`config.mk`:
```
export PLATFORM = sky130hd
export DESIGN_NAME = alu_obf_sched
export DESIGN_NICKNAME = d
export VERILOG_FILES = /design/src/rtl/alu_obf_sched.sv
export SDC_FILE = /design/constraint.sdc
export NUM_CORES = 1
export LEC_CHECK = 0
export ABC_AREA = 1
export ABC_CLOCK_PERIOD_IN_PS = 5100
export BUFFER_PORTS_ARGS = -buffer_cell sky130_fd_sc_hd__buf_2
export CAP_MARGIN = 25
export CORE_AREA = 2 2 142 144
export DETAILED_ROUTE_END_ITERATION = 12
export DIE_AREA = 0 0 144 146
export GPL_TIMING_DRIVEN = 0
export PLACE_DENSITY_LB_ADDON = 0.25
export SYNTH_ARGS = -nofsm -noshare
export SYNTH_HDL_FRONTEND = slang
export SYNTH_SLANG_ARGS = --single-unit
```
`constraint.sdc`:
```
create_clock -name clk -period 5.1 [get_ports clk]
set_input_delay 0 -clock clk [delete_from_list [all_inputs] [get_ports clk]]
set_output_delay 0 -clock clk [all_outputs]
set_load 0.005 [all_outputs]
```
`src/rtl/alu_obf_sched.sv`:
```
// alu_obf_sched: round-robin arbiter in front of a key-locked add/sub/multiply core.
// One operation in flight at a time; the result is held on a back-pressured response channel.
module alu_obf_sched #(
  parameter int DP_LAT = 1
) (
  input  logic         clk,
  input  logic         rst,
  input  logic         req0_valid,
  output logic         req0_ready,
  input  logic [7:0]   req0_in1,
  input  logic [7:0]   req0_in2,
  input  logic [7:0]   req0_in3,
  input  logic         req0_sel,
  input  logic         req1_valid,
  output logic         req1_ready,
  input  logic [7:0]   req1_in1,
  input  logic [7:0]   req1_in2,
  input  logic [7:0]   req1_in3,
  input  logic         req1_sel,
  input  logic [254:0] locking_key,
  output logic         rsp_valid,
  input  logic         rsp_ready,
  output logic         rsp_id,
  output logic [7:0]   rsp_out1,
  output logic [7:0]   rsp_out2,
  output logic         busy,
  output logic [15:0]  done_cnt0,
  output logic [15:0]  done_cnt1
);

  // state | meaning
  // IDLE  | no operation in flight, arbitration open
  // BUSY  | datapath settle counter running
  // DONE  | response held until the consumer takes it
  typedef enum logic [1:0] {
    IDLE = 2'd0,
    BUSY = 2'd1,
    DONE = 2'd2
  } state_t;

  localparam logic [3:0] CNT_INIT = 4'(DP_LAT - 1);

  state_t      state, state_nxt;
  logic [3:0]  cnt;
  logic        last_grant;
  logic        grant_id;
  logic        cur_id;
  logic        hs;
  logic        rsp_fire;
  logic [7:0]  lat_in1, lat_in2, lat_in3;
  logic        lat_sel;
  logic [9:0]  lat_key;
  logic [7:0]  key_mask;
  logic [7:0]  dp_out1, dp_out2;
  logic        unused_key;

  assign unused_key = ^locking_key[254:10];

  // On a tie the requester that did not win last time is granted.
  always_comb begin
    grant_id = 1'b0;
    if (req0_valid && req1_valid) grant_id = ~last_grant;
    else if (req1_valid)          grant_id = 1'b1;
  end

  assign hs       = (state == IDLE) && !rst && (req0_valid || req1_valid);
  assign rsp_fire = (state == DONE) && rsp_ready;

  // Locked core operates only on the captured operands and key.
  assign key_mask = 8'h67 ^ lat_key[9:2];
  assign dp_out1  = (lat_sel ^ lat_key[1]) ? (lat_in1 - lat_in2) : (lat_in1 + lat_in2);
  assign dp_out2  = lat_in3 * key_mask;

  always_ff @(posedge clk) begin
    if (rst) state <= IDLE;
    else     state <= state_nxt;
  end

  always_comb begin
    state_nxt = state;
    case (state)
      IDLE:    if (hs) state_nxt = BUSY;
      BUSY:    if (cnt == 4'd0) state_nxt = DONE;
      DONE:    if (rsp_ready) state_nxt = IDLE;
      default: state_nxt = IDLE;
    endcase
  end

  always_comb begin
    busy       = (state != IDLE);
    rsp_valid  = (state == DONE);
    req0_ready = hs && !grant_id;
    req1_ready = hs && grant_id;
  end

  always_ff @(posedge clk) begin
    if (rst) begin
      cnt        <= 4'd0;
      last_grant <= 1'b1;
      cur_id     <= 1'b0;
      lat_in1    <= 8'd0;
      lat_in2    <= 8'd0;
      lat_in3    <= 8'd0;
      lat_sel    <= 1'b0;
      lat_key    <= 10'd0;
      rsp_id     <= 1'b0;
      rsp_out1   <= 8'd0;
      rsp_out2   <= 8'd0;
      done_cnt0  <= 16'd0;
      done_cnt1  <= 16'd0;
    end else begin
      if (hs) begin
        lat_in1    <= grant_id ? req1_in1 : req0_in1;
        lat_in2    <= grant_id ? req1_in2 : req0_in2;
        lat_in3    <= grant_id ? req1_in3 : req0_in3;
        lat_sel    <= grant_id ? req1_sel : req0_sel;
        lat_key    <= locking_key[9:0];
        cur_id     <= grant_id;
        last_grant <= grant_id;
        cnt        <= CNT_INIT;
      end
      if (state == BUSY) begin
        if (cnt != 4'd0) begin
          cnt <= cnt - 4'd1;
        end else begin
          rsp_out1 <= dp_out1;
          rsp_out2 <= dp_out2;
          rsp_id   <= cur_id;
        end
      end
      if (rsp_fire) begin
        if (rsp_id) done_cnt1 <= done_cnt1 + 16'd1;
        else        done_cnt0 <= done_cnt0 + 16'd1;
      end
    end
  end

endmodule
```
* Word level (Yosys, flattened, before mapping)
Cells that the tools add are included.
** Word-level totals
- Register bits after elaboration :: 92
- Bits of input ports :: 310
- Output and inout port bits :: 53
** Cells by class
- $mul :: 1
- Multiplexer cells :: 14
- Reductions and logical operators :: 17
- Bitwise operators :: 5
- Equal/unequal tests :: 5
- Add/subtract/negate cells :: 5
** Operators by type and width (number)
- adder 16 x 1 -> 16 bit, second input constant :: 2
- two-way mux 8 bit :: 4
- two-way mux 4 bit :: 3
- adder 8 bit :: 1
- multiplier 8 x 8 -> 8 bit :: 1
- subtractor 8 bit :: 1
- logical AND 1 bit :: 6
- two-way mux 2 bit :: 3
- case mux 2 bit (3 select lines) :: 1
- AND reduction 2 bit :: 3
- NOT 5 bit :: 1
- zero test 4 bit :: 1
- inequality test 2 bit, second input constant :: 2
- nonzero test 4 bit :: 1
- subtractor 4 x 1 -> 4 bit, second input constant :: 1
- two-way mux 1 bit :: 3
- NOT 1 bit :: 3
- AND reduction 3 bit :: 1
- == test 2 x 1 -> 1 bit, second input constant :: 1
- == test 2 bit, second input constant :: 1
- zero test 1 bit :: 2
- zero test 2 bit :: 1
- inequality test 2 x 1 -> 1 bit, second input constant :: 1
- nonzero test 2 bit :: 1
- 2 further kinds :: 2

* Longest topological paths before layout
- Depth in word-level cells :: 6
- Mapped depth :: 24

* Worst setup path before layout
No wires, ideal clock.
- Kind :: register -> register
- Start point :: register lat_in3[2]
- End point :: register rsp_out2[7]
- Stages on the path, launching flop included :: 22
- Path slack :: 1.565 ns
- Required time :: 4.991 ns
- Setup time :: 0.109 ns
- Path buffers :: 0
- Arrival time :: 3.426 ns
- Cells stage by stage :: dfxtp_1 -> nand2_1 -> fa_1 -> inv_1 -> ha_1 -> inv_1 -> fa_1 -> fa_1 -> inv_1 -> ha_1 -> nand2_1 -> nand2_1 -> nor2_1 -> nand3_1 -> nand2_1 -> nand2_1 -> nand2_1 -> inv_1 -> nand2_1 -> nand3_1 -> nand2_1 -> inv_1
** Between the ends
- Longest elaborated chain between the ends :: 1
** Ends and longest elaborated chain
- start, declared :: RTL line 50 : logic [7:0] lat_in1, lat_in2, lat_in3;
- start signal, assigned :: RTL line 115 : lat_in3 <= grant_id ? req1_in3 : req0_in3;
- multiplier 8 x 8 -> 8 bit :: RTL line 72 : assign dp_out2 = lat_in3 * key_mask;
- end signal, assigned :: RTL line 127 : rsp_out2 <= dp_out2;
- end, declared :: RTL line 25 : output logic [7:0] rsp_out2,
No other way between the ends.
A chain may end at the register's enable or synchronous reset.

* Worst setup path in the final report
Ends and elaborated chain as after synthesis.

==> flow_summary.ini <==
[outcome]
outcome = completed

[timing]
final_hold_viol_count = 0
finalSetupViolCount = 0
rsz0062_at_grt = no
fin_tns_setup_ps = 0
fmax_mhz = 258.8
finClkSkew_ps = 8.758
period_minus_slack_ps = 3864
finalCritPeriodShare = 0.7576
slew_viol_final = 0
relSlewSlack = 0.4723
tightest_slew_ps = 791.5

[clocking]
clock-sinks = 91
cts-htree-levels = 3
ctsResizeCount = 0
clk_latency_ps = 350
cts_tree = yes
cts_root_buf = clkbuf_16
clkTransAtPathRegs_ps = 70
clock_path_buffers = 2
cts_hold_buf = 59
post_cts_buffers = 0
numCtsBuffers = 9

[worst_setup_path]
crit_family = adder cells
crit_required_ps = 5350
path_max_fanout = 6
rrSetupSlack_ps = 1240
critical_path_class = flip-flop to flip-flop
slowest_stage = fa_1
r2r-start = lat_in3[2]$_SDFFE_PP0P_
crit_path_end_kind = flip-flop
worstSetupStartpointType = flip-flop
cpMostUsedCell = nand2_1
worstRegToRegCells = 21
cp_slowest_stage_delay_ps = 550
crit_arrival_ps = 4110
crit_chain = nand2_1 -> fa_1 -> inv_1 -> ha_1 -> inv_1 -> fa_1 -> fa_1 -> inv_1 -> ha_1 -> nand2_1 -> nand2_1 -> nor2_1 -> nand3_1 -> nand2_1 -> nand2_1 -> nand2_1 -> inv_1 -> nand2_1 -> nand3_1 -> nand2_1 -> inv_1
critPathBufInv = 5
r2r-end = rsp_out2[7]$_SDFFE_PP0P_

[place]
io_buffers = 115
gp_congestion = 0.7802
dp_hpwl_um = 11690

[grt]
grt_pass1_wl_um = 24380
grt_pass1_vias = 5001
antenna_found_initial = 0
grt_usage = 0.1469
grt_overflow_total = 0
grt_max_degree = 16

[power_and_ir_drop]
p_seq_frac = 0.404
comb_power_share = 0.246
irDropWorstVdd_mv = 0.1667
p_int_uw = 1360
power_switching_share = 0.3095
power.density_nw_per_um2 = 275.7
power_switching_uw = 609.5
pwr-share-clk = 0.349
leakage_uw = 0.003418

[die]
die_width_um = 144
fp-row-count = 51
io_pins = 363
initial_utilization = 0.2764
core_area_sq_um = 19330
dieArea_sq_um = 21020
die_h_um = 146

[logic_synthesis]
synth_top_area_cell = dfxtp_1
ys_async_sr_fraction = 0
synth_cell_type_count = 45
ys_ff_latch = 91
yosysWarnings = 0
synthCells = 755
synth.net_count = 1105
synth_area_sq_um = 5344
synth_area_leaders = dfxtp_1, nand2_1, inv_1
synth_edf_count = 0
ys_seq_area_frac = 0.3409
synth.top_cell.area_share = 0.3409
postSynthAreaPerCell_sq_um = 7.078
synth_ff_type = dfxtp_1

[route]
routed_wl_um = 14930
avgViaCountPerCell = 4.290
dr.first_iter.drc_count = 209
drc = 0
wl_per_cell_um = 12.34
detail-route-antenna-nets = 0
via_count = 5191
drt_pass1_iterations = 4

[layout]
drive_gt1_frac = 0.1767
final_core_utilization = 0.3695
syn2layout_area_growth_pct = 33.69
n_antenna_cell = 0
finalNetCount = 1290

[worst_hold_path]
hold_end = state[1]$_SDFFE_PP0P_
hold_depth = 4
hp-class = input port to flip-flop
hold_start = rsp_ready

[run]
cap_violations = 0
-- metal layers --
metal	GRT usage	wire length, um
met3	0.04870	1072
met2	0.2486	6928
met1	0.1806	6797
met5	0	0
met4	0.03235	131
-- worst min-delay path, cell delays in order --
cell     delay [ps]
buf_2           160
inv_1            50
nand2_1          70
a21oi_1          60
-- placed cells by master (no fill, tap or decap), types with 2 or more instances in the layout --
cell type	netlist	layout
nand4_1	9	9
inv_1	122	122
nand2_1	208	208
clkbuf_16	0	9
buf_4	2	2
inv_2	7	7
nor3b_2	2	2
nand3_1	29	29
nor2_2	2	2
a21oi_1	40	40
nor2_4	8	8
o21ai_0	39	39
buf_6	3	3
nor3_1	10	10
clkinvlp_4	0	2
nand3_4	2	2
clkbuf_1	9	9
nand3b_1	2	2
dfxtp_1	91	91
buf_2	3	118
fa_1	13	13
o21ai_1	2	2
nor3b_1	4	4
a31oi_1	25	25
clkinv_2	1	3
dlygate4sd3_1	0	59
ha_1	27	27
xor2_1	9	9
a211oi_1	4	4
nor2_1	58	58
o211ai_1	2	2
xnor2_1	6	6
-- cell type report --
cell class,instances,area (sq um)
buffer,18,101.3
clock buffer,10,239.0
multi-input combinational,516,2932
tap,265,331.6
fill,2096,12190
sequential,91,1822
clock inverter,6,63.81
timing repair buffer,174,1166
inverter,130,489.2
-- state kept, by name, indices dropped and copies added, names as in the netlist, 8 cells and up --
name and cells:
lat_in1 8, lat_in3 8, rsp_out2 8, lat_key 9
lat_in2 8, done_cnt1 16, rsp_out1 8, done_cnt0 16
-- Yosys cell counts (all sizes together) (10+ instances only) --
library cell and number:
ha 27, nand4 10, a21oi 40, nand2 210
o21ai 42, dfxtp 91, nor2 69, a31oi 25
fa 13, nor3 11, nand3 31, inv 129
-- through the flow --
step | instance area, sq um | power [uW] | hold slack [ps] | worst slack (ps) | instances
final | 7144 | 1970 | 36.61 | 1236 | 1210
after global routing | 7144 | 2105 | 37.06 | 877.6 | 1210
after CTS | 7144 | 1998 | 24.36 | 1209 | 1210
after detailed placement | 6251 | 1264 | 206.9 | 1233 | 1135
after global placement | 6251 | 1262 | 210.3 | 1210 | 1135
after floorplan | 5344 | 1111 | 103.1 | 1565 | 755
-- worst max path at each step --
stage / startpoint / cells past startpoint / slack [ps] / end
2_1_floorplan: lat_in3[2]$_SDFFE_PP0P_ / 21 / 1570 / rsp_out2[7]$_SDFFE_PP0P_
3_3_place_gp: lat_in3[2]$_SDFFE_PP0P_ / 21 / 1210 / rsp_out2[7]$_SDFFE_PP0P_
3_5_place_dp: lat_in3[2]$_SDFFE_PP0P_ / 21 / 1230 / rsp_out2[7]$_SDFFE_PP0P_
4_1_cts: lat_in3[2]$_SDFFE_PP0P_ / 21 / 1210 / rsp_out2[7]$_SDFFE_PP0P_
5_1_grt: lat_in3[2]$_SDFFE_PP0P_ / 21 / 880 / rsp_out2[7]$_SDFFE_PP0P_
6_report: lat_in3[2]$_SDFFE_PP0P_ / 21 / 1240 / rsp_out2[7]$_SDFFE_PP0P_
-- cell families after synthesis --
| family | after synthesis | share of synthesized area |
|---|---|---|
| DFF | 91 | 0.3409 |
| xor gates and xnor gates | 15 | 0.02459 |
| buffers and inverters | 148 | 0.1105 |
| adders and majority gates | 40 | 0.1119 |
| and+or+nand+nor | 340 | 0.2852 |
| AOI/OAI and AO/OA | 121 | 0.1269 |
-- power by group through the flow --
stage	clock network [uW]	logic, uW	registers (uW)
after floorplan	0	309	802
after global placement	0	450	812
after detailed placement	0	452	812
after CTS	708	494	796
after global routing	739	563	803
final	688	485	796
Power figures use the tool's default switching activity.
